$ cat config.mk
export PLATFORM = sky130hd
export DESIGN_NAME = stereo_column_fetch
export DESIGN_NICKNAME = d
export VERILOG_FILES = /design/src/rtl/stereo_pkg.sv /design/src/rtl/stereo_column_fetch_tag_pipe.sv /design/src/rtl/stereo_column_fetch.sv
export SDC_FILE = /design/constraint.sdc
export NUM_CORES = 1
export LEC_CHECK = 0
export ABC_CLOCK_PERIOD_IN_PS = 2800
export CAP_MARGIN = 20
export CORE_MARGIN = 2
export CORE_UTILIZATION = 30
export CTS_BUF_LIST = sky130_fd_sc_hd__clkbuf_4
export DETAILED_ROUTE_END_ITERATION = 8
export SYNTH_ARGS = -nofsm -noshare
export SYNTH_HDL_FRONTEND = slang
export SYNTH_SLANG_ARGS = --single-unit
$ cat constraint.sdc
create_clock -name clk_in -period 2.8 [get_ports clk_in]
set_input_delay 0.28 -clock clk_in [delete_from_list [all_inputs] [get_ports clk_in]]
set_output_delay 0.28 -clock clk_in [all_outputs]
set_load 0.02 [all_outputs]
$ cat src/rtl/stereo_pkg.sv
// Shared types and defaults for the stereo disparity front end.
package stereo_pkg;
    localparam int KERNEL_WIDTH   = 3;
    localparam int DEFAULT_WIDTH  = 320;
    localparam int DEFAULT_HEIGHT = 180;

    typedef logic [7:0] pixel_t;
    typedef pixel_t [KERNEL_WIDTH-1:0] column_t;

    typedef enum logic [1:0] {
        S_IDLE,
        S_FETCH,
        S_WAIT,
        S_ISSUE
    } fetch_state_t;
endpackage

$ cat src/rtl/stereo_column_fetch_tag_pipe.sv
// Valid+tag delay line matching BRAM read latency; decodes the returning
// tag into a one-hot write enable for the column element it belongs to.
module tag_pipe #(
    parameter int DEPTH    = 2,
    parameter int NUM_TAGS = 3,
    parameter int TAG_W    = 2
) (
    input  logic                clk_in,
    input  logic                rst_in,
    input  logic                vld_in,
    input  logic [TAG_W-1:0]    tag_in,
    output logic [NUM_TAGS-1:0] we_out
);
    logic [DEPTH-1:0]            vld_pipe_q, vld_pipe_d;
    logic [DEPTH-1:0][TAG_W-1:0] tag_pipe_q, tag_pipe_d;

    always_comb begin
        vld_pipe_d    = vld_pipe_q << 1;
        vld_pipe_d[0] = vld_in;
        tag_pipe_d    = tag_pipe_q << TAG_W;
        tag_pipe_d[0] = tag_in;
    end

    always_ff @(posedge clk_in) begin
        if (rst_in) begin
            vld_pipe_q <= '0;
            tag_pipe_q <= '0;
        end else begin
            vld_pipe_q <= vld_pipe_d;
            tag_pipe_q <= tag_pipe_d;
        end
    end

    always_comb begin
        we_out = '0;
        for (int k = 0; k < NUM_TAGS; k++) begin
            if (vld_pipe_q[DEPTH-1] && tag_pipe_q[DEPTH-1] == TAG_W'(k))
                we_out[k] = 1'b1;
        end
    end
endmodule

$ cat src/rtl/stereo_column_fetch.sv
// Scans a stored stereo frame pair and hands 3-pixel vertical columns to the
// sad stage, one column position at a time, gated by sad's busy flag.
module stereo_column_fetch
    import stereo_pkg::*;
#(
    parameter int WIDTH        = DEFAULT_WIDTH,
    parameter int HEIGHT       = DEFAULT_HEIGHT,
    parameter int KERNEL_WIDTH = stereo_pkg::KERNEL_WIDTH,
    parameter int BRAM_LATENCY = 2,
    parameter int ADDR_W       = $clog2(WIDTH*HEIGHT)
) (
    input  logic                         clk_in,
    input  logic                         rst_in,
    input  logic                         start_in,
    input  logic                         sad_busy_in,
    output logic [ADDR_W-1:0]            left_addr_out,
    output logic [ADDR_W-1:0]            right_addr_out,
    input  logic [7:0]                   left_pixel_in,
    input  logic [7:0]                   right_pixel_in,
    output logic [KERNEL_WIDTH-1:0][7:0] left_data_out,
    output logic [KERNEL_WIDTH-1:0][7:0] right_data_out,
    output logic [10:0]                  hcount_out,
    output logic [9:0]                   vcount_out,
    output logic                         data_valid_out,
    output logic                         busy_out,
    output logic                         done_out
);
    localparam int TAG_W = 2;
    localparam logic [ADDR_W-1:0] ROW_STEP = ADDR_W'(WIDTH);
    localparam logic [10:0]       X_LAST   = 11'(WIDTH - 1);
    localparam logic [9:0]        Y_LAST   = 10'(HEIGHT - 2);
    localparam logic [TAG_W-1:0]  K_LAST   = TAG_W'(KERNEL_WIDTH - 1);

    fetch_state_t                 state_q, state_d;
    logic [TAG_W-1:0]             k_q, k_d;
    logic [10:0]                  x_q, x_d;
    logic [9:0]                   y_q, y_d;
    logic [ADDR_W-1:0]            row_base_q, row_base_d;
    logic [ADDR_W-1:0]            addr_q, addr_d;
    pixel_t [KERNEL_WIDTH-1:0]    left_col_q, left_col_d;
    pixel_t [KERNEL_WIDTH-1:0]    right_col_q, right_col_d;
    logic                         done_q, done_d;
    logic                         issue_fire;
    logic [KERNEL_WIDTH-1:0]      cap_we;

    tag_pipe #(
        .DEPTH    (BRAM_LATENCY),
        .NUM_TAGS (KERNEL_WIDTH),
        .TAG_W    (TAG_W)
    ) u_tag_pipe (
        .clk_in (clk_in),
        .rst_in (rst_in),
        .vld_in (state_q == S_FETCH),
        .tag_in (k_q),
        .we_out (cap_we)
    );

    always_comb begin
        state_d     = state_q;
        k_d         = k_q;
        x_d         = x_q;
        y_d         = y_q;
        row_base_d  = row_base_q;
        addr_d      = addr_q;
        left_col_d  = left_col_q;
        right_col_d = right_col_q;
        done_d      = 1'b0;
        issue_fire  = 1'b0;

        // Capture is independent of state: with short latencies data returns mid-FETCH.
        for (int k = 0; k < KERNEL_WIDTH; k++) begin
            if (cap_we[k]) begin
                left_col_d[k]  = left_pixel_in;
                right_col_d[k] = right_pixel_in;
            end
        end

        case (state_q)
            S_IDLE: begin
                // done_q marks the cycle right after the last column; starts are dropped there.
                if (start_in && !done_q) begin
                    state_d    = S_FETCH;
                    k_d        = '0;
                    x_d        = '0;
                    y_d        = 10'd1;
                    row_base_d = '0;
                    addr_d     = '0;
                end
            end
            S_FETCH: begin
                if (k_q == K_LAST) begin
                    state_d = S_WAIT;
                end else begin
                    k_d    = k_q + TAG_W'(1);
                    addr_d = addr_q + ROW_STEP;
                end
            end
            S_WAIT: begin
                if (cap_we[KERNEL_WIDTH-1]) state_d = S_ISSUE;
            end
            S_ISSUE: begin
                if (!sad_busy_in) begin
                    issue_fire = 1'b1;
                    k_d        = '0;
                    if (x_q != X_LAST) begin
                        x_d     = x_q + 11'd1;
                        addr_d  = row_base_q + ADDR_W'(x_q) + ADDR_W'(1);
                        state_d = S_FETCH;
                    end else if (y_q != Y_LAST) begin
                        x_d        = '0;
                        y_d        = y_q + 10'd1;
                        row_base_d = row_base_q + ROW_STEP;
                        addr_d     = row_base_q + ROW_STEP;
                        state_d    = S_FETCH;
                    end else begin
                        done_d  = 1'b1;
                        state_d = S_IDLE;
                    end
                end
            end
            default: state_d = S_IDLE;
        endcase
    end

    always_ff @(posedge clk_in) begin
        if (rst_in) begin
            state_q     <= S_IDLE;
            k_q         <= '0;
            x_q         <= '0;
            y_q         <= '0;
            row_base_q  <= '0;
            addr_q      <= '0;
            left_col_q  <= '0;
            right_col_q <= '0;
            done_q      <= 1'b0;
        end else begin
            state_q     <= state_d;
            k_q         <= k_d;
            x_q         <= x_d;
            y_q         <= y_d;
            row_base_q  <= row_base_d;
            addr_q      <= addr_d;
            left_col_q  <= left_col_d;
            right_col_q <= right_col_d;
            done_q      <= done_d;
        end
    end

    assign left_addr_out  = addr_q;
    assign right_addr_out = addr_q;
    assign left_data_out  = left_col_q;
    assign right_data_out = right_col_q;
    assign hcount_out     = x_q;
    assign vcount_out     = y_q;
    assign data_valid_out = issue_fire;
    assign busy_out       = (state_q != S_IDLE);
    assign done_out       = done_q;
endmodule

==> impl_summary.log <==
[metrics] Setup crit end kind: primary output
[metrics] final number of hold-violating endpoints: 0
[metrics] Min-Delay Path Depth: 2
[metrics] post-synth top area share: 0.398
[metrics] Final Slew Violations: 0
[metrics] Detailed Routing Iterations Pass 1: 5
[metrics] global placement routability congestion: 0.849
[metrics] design area: between 0.006 and 0.007 mm^2
[metrics] startpoint class of the critical path: register
[metrics] TritonCTS clock tree: yes
[metrics] CTS HTree Levels: 3
[metrics] starting density of the core: 0.307
[metrics] Syn-to-layout area delta: 27.6%
[metrics] dominant cell by count in the synthesized netlist: nand2_1
[metrics] run status: finished clean
[metrics] TritonCTS buffer count: 9
[metrics] core footprint: 0.0174 mm^2
[metrics] Via density: 4.86
[metrics] Reg2Reg Depth: 8
[metrics] Syn Std Cell Area: 0.00533 mm^2
[metrics] distinct cell type count after synthesis: 69
[metrics] hpwl dp: 10,500 um
[metrics] Core Rows: 48
[metrics] critical path start-end classification: register to primary output
[metrics] min-delay worst type: input pin to register
[metrics] initial antenna violation count: 0
[metrics] clock latency at the later pin of the worst-skew pair: 0.49 ns
[metrics] top post-synthesis cells by area: dfxtp_1 40%, nand2_1 9.1%, a21oi_1 8.2%
[metrics] Post-route DRC: 0
[metrics] DR WL/cell: between 10 and 15 um
[metrics] leakage power: 2.32 nW
[metrics] maximum number of pins on one net before global-route repair: 43
[metrics] drt first-iter violations: roughly 340
[metrics] post-cts resize count: 0
[metrics] Clock Sink Count: roughly 110
[metrics] Post-Syn Nets: 697
[metrics] die width: 137 um
[metrics] ratio of cells with drive above 1 in the final layout: 0.0634
[metrics] Syn. warnings: 0
[metrics] count of flip-flops with a built-in enable after synthesis: 0
[metrics] Peak supply drop: 0.321 mV
[metrics] number of buffers on the longest clock path: 2
[metrics] CP Data Required Time: 2.52 ns
[metrics] instance count of the mapped netlist: around 660
[metrics] wire length of the first global-routing pass: 22,800 um
[metrics] Fin Setup TNS: 0 ns
[metrics] CTS Root Buffer Type: clkbuf_4
[metrics] count of state elements after synthesis: 106
[metrics] source of the worst hold timing path: rst_in
[metrics] total via count in the routed design: roughly 4,800
[metrics] Post-layout nets: 789
[metrics] crit path launch: state_q[1]
[metrics] setup repair after global routing missed its margin: false
[metrics] launch point of the worst reg-to-reg path: state_q[1]
[metrics] timing-limited maximum frequency: 0.390 GHz
[metrics] # hold bufs at CTS: 0
[metrics] data arrival time of the worst path: 2.29 ns
[metrics] Total Die Area: 0.0188 mm^2
[metrics] number of input and output port buffers inserted: about 120
[metrics] placed instance count: 967
[metrics] setup fix buffers added after clock tree synthesis: 0
[metrics] number of nets with antenna violations after routing: 0
[metrics] areal power density over the cells: ~580 mW/mm^2
[metrics] relative slew slack: 0.439
[metrics] library cell occupying the most area in the post-synthesis netlist: dfxtp_1
[metrics] share of the yosys chip area belonging to registers: 0.398
[metrics] Setup-failing EPs final: 0
[metrics] die height: 137 um
[metrics] actual transition at the worst max-transition pin: 0.839 ns
[metrics] final cell count without fillers: approximately 980
[metrics] number of top-level pins: about 120
[metrics] total overflow reported by the global router: 0
[metrics] highest fanout seen on the critical path: 13
[metrics] sum of routed wire length over all layers: 14,600 um
[metrics] Final Cycle Share: 0.916
[metrics] global-route usage over all layers: 0.153
[metrics] time the final worst path needs with I/O delays and setup: approximately 2.6 ns
[metrics] number of global-route vias before repair: 4,340
[metrics] leading post-synthesis cells by instance count: 129 x nand2_1, 106 x dfxtp_1, 87 x a21oi_1, 49 x nor2_1, 27 x clkbuf_1
[metrics] post-synthesis average cell area: a little over 8 um^2
[metrics] worst clock skew: 0.0252 ns
[metrics] async set-or-reset flop fraction in the synthesized netlist: 0
[metrics] Clock transition at path regs: 0.16 ns
[metrics] max-cap viol count: 0
[metrics] total cell area at the placement stage: about 0.0067 mm^2
[metrics] top flip-flop cell by instance count after synthesis: dfxtp_1
final timing paths:
check | end | slack [ns]
worst max-delay path | data_valid_out | 0.23
worst min-delay path | u_tag_pipe.tag_pipe_d[2] | 0.22
worst max register to register | left_addr_out[12] | 0.44
worst min register to register | u_tag_pipe.tag_pipe_q[3] | 0.45
cells in the final DEF (no fill, tap or decap), types with 5 or more instances in the layout:
cell	Yosys	routed
clkbuf_4	0	9
mux2i_1	10	10
a31oi_1	5	5
xor2_1	16	16
ha_1	16	16
buf_4	16	12
nand2b_1	10	10
clkdlybuf4s50_1	0	122
nor2_1	49	49
nand2_1	129	129
and2_1	8	8
nand4_1	12	12
or3_1	6	6
nand3_1	16	16
o21ai_0	17	17
nor3_1	9	9
nor2b_1	7	7
and3_1	8	8
a211oi_1	5	5
a21oi_1	87	87
xnor2_1	14	14
dfxtp_1	106	106
a21o_1	5	5
inv_1	8	8
area by class of cell:
type	instances	area, um^2
clock inverter	6	73.8
antenna	1	2.50
inverter	8	30.0
multi-input combinational	494	2910
fill	1776	10600
tap	225	282
sequential	106	2120
timing repair buffer	134	1310
clock buffer	9	67.6
metrics by stage:
step / setup WS (ns) / power (mW) / util / hold slack (ns)
after global routing: 0.0999 / 4.15 / 0.391 / 0.205
after floorplan: 0.711 / 2.67 / - / 0.359
after global placement: 0.465 / 3.11 / 0.383 / 0.419
after detailed placement: 0.418 / 3.11 / 0.383 / 0.423
after CTS: 0.215 / 3.94 / 0.391 / 0.185
final: 0.234 / 3.91 / 0.392 / 0.223
layer usage:
metal / global-route usage / vias up / wire length (um)
met5: 0 / - / 0
met2: 0.234 / 108 / 6810
met1: 0.216 / 2206 / 7060
met4: 0.0573 / 0 / 188
met3: 0.0243 / 13 / 548
li1: - / 2455 / -
sequential cells by signal, indices dropped and copies added, names as in the netlist, 10 cells and up:
register,cells
left_data_out,24
hcount_out,11
vcount_out,10
left_addr_out,16
row_base_q,10
right_data_out,24
kinds of logic (layout without fill, tap and decap cells):
family,Yosys count,in the layout,synth area share
AOI/OAI and AO/OA,156,156,0.182
and+or+nand+nor,281,281,0.256
DFF,106,106,0.398
muxes,11,11,0.0209
buffers and inverters,61,157,0.0568
xor gates and xnor gates,30,30,0.0493
other,0,1,0
adders and majority gates,16,16,0.0376
worst max-delay path, cell delays in order (launching register included):
cell and delay [ns]:
dfxtp_1 0.44, ha_1 0.28, inv_1 0.26, nor2_1 0.18, clkdlybuf4s50_1 0.65
power by group:
part | internal, mW | total (mW) | leakage, nW | switching, mW
clock network | 0.280 | 0.827 | 0.0710 | 0.547
registers | 1.59 | 1.69 | 0.856 | 0.0941
logic | 0.550 | 1.40 | 1.40 | 0.851
total | 2.42 | 3.91 | 2.32 | 1.49
No activity file was read; power rests on OpenSTA's default activity.
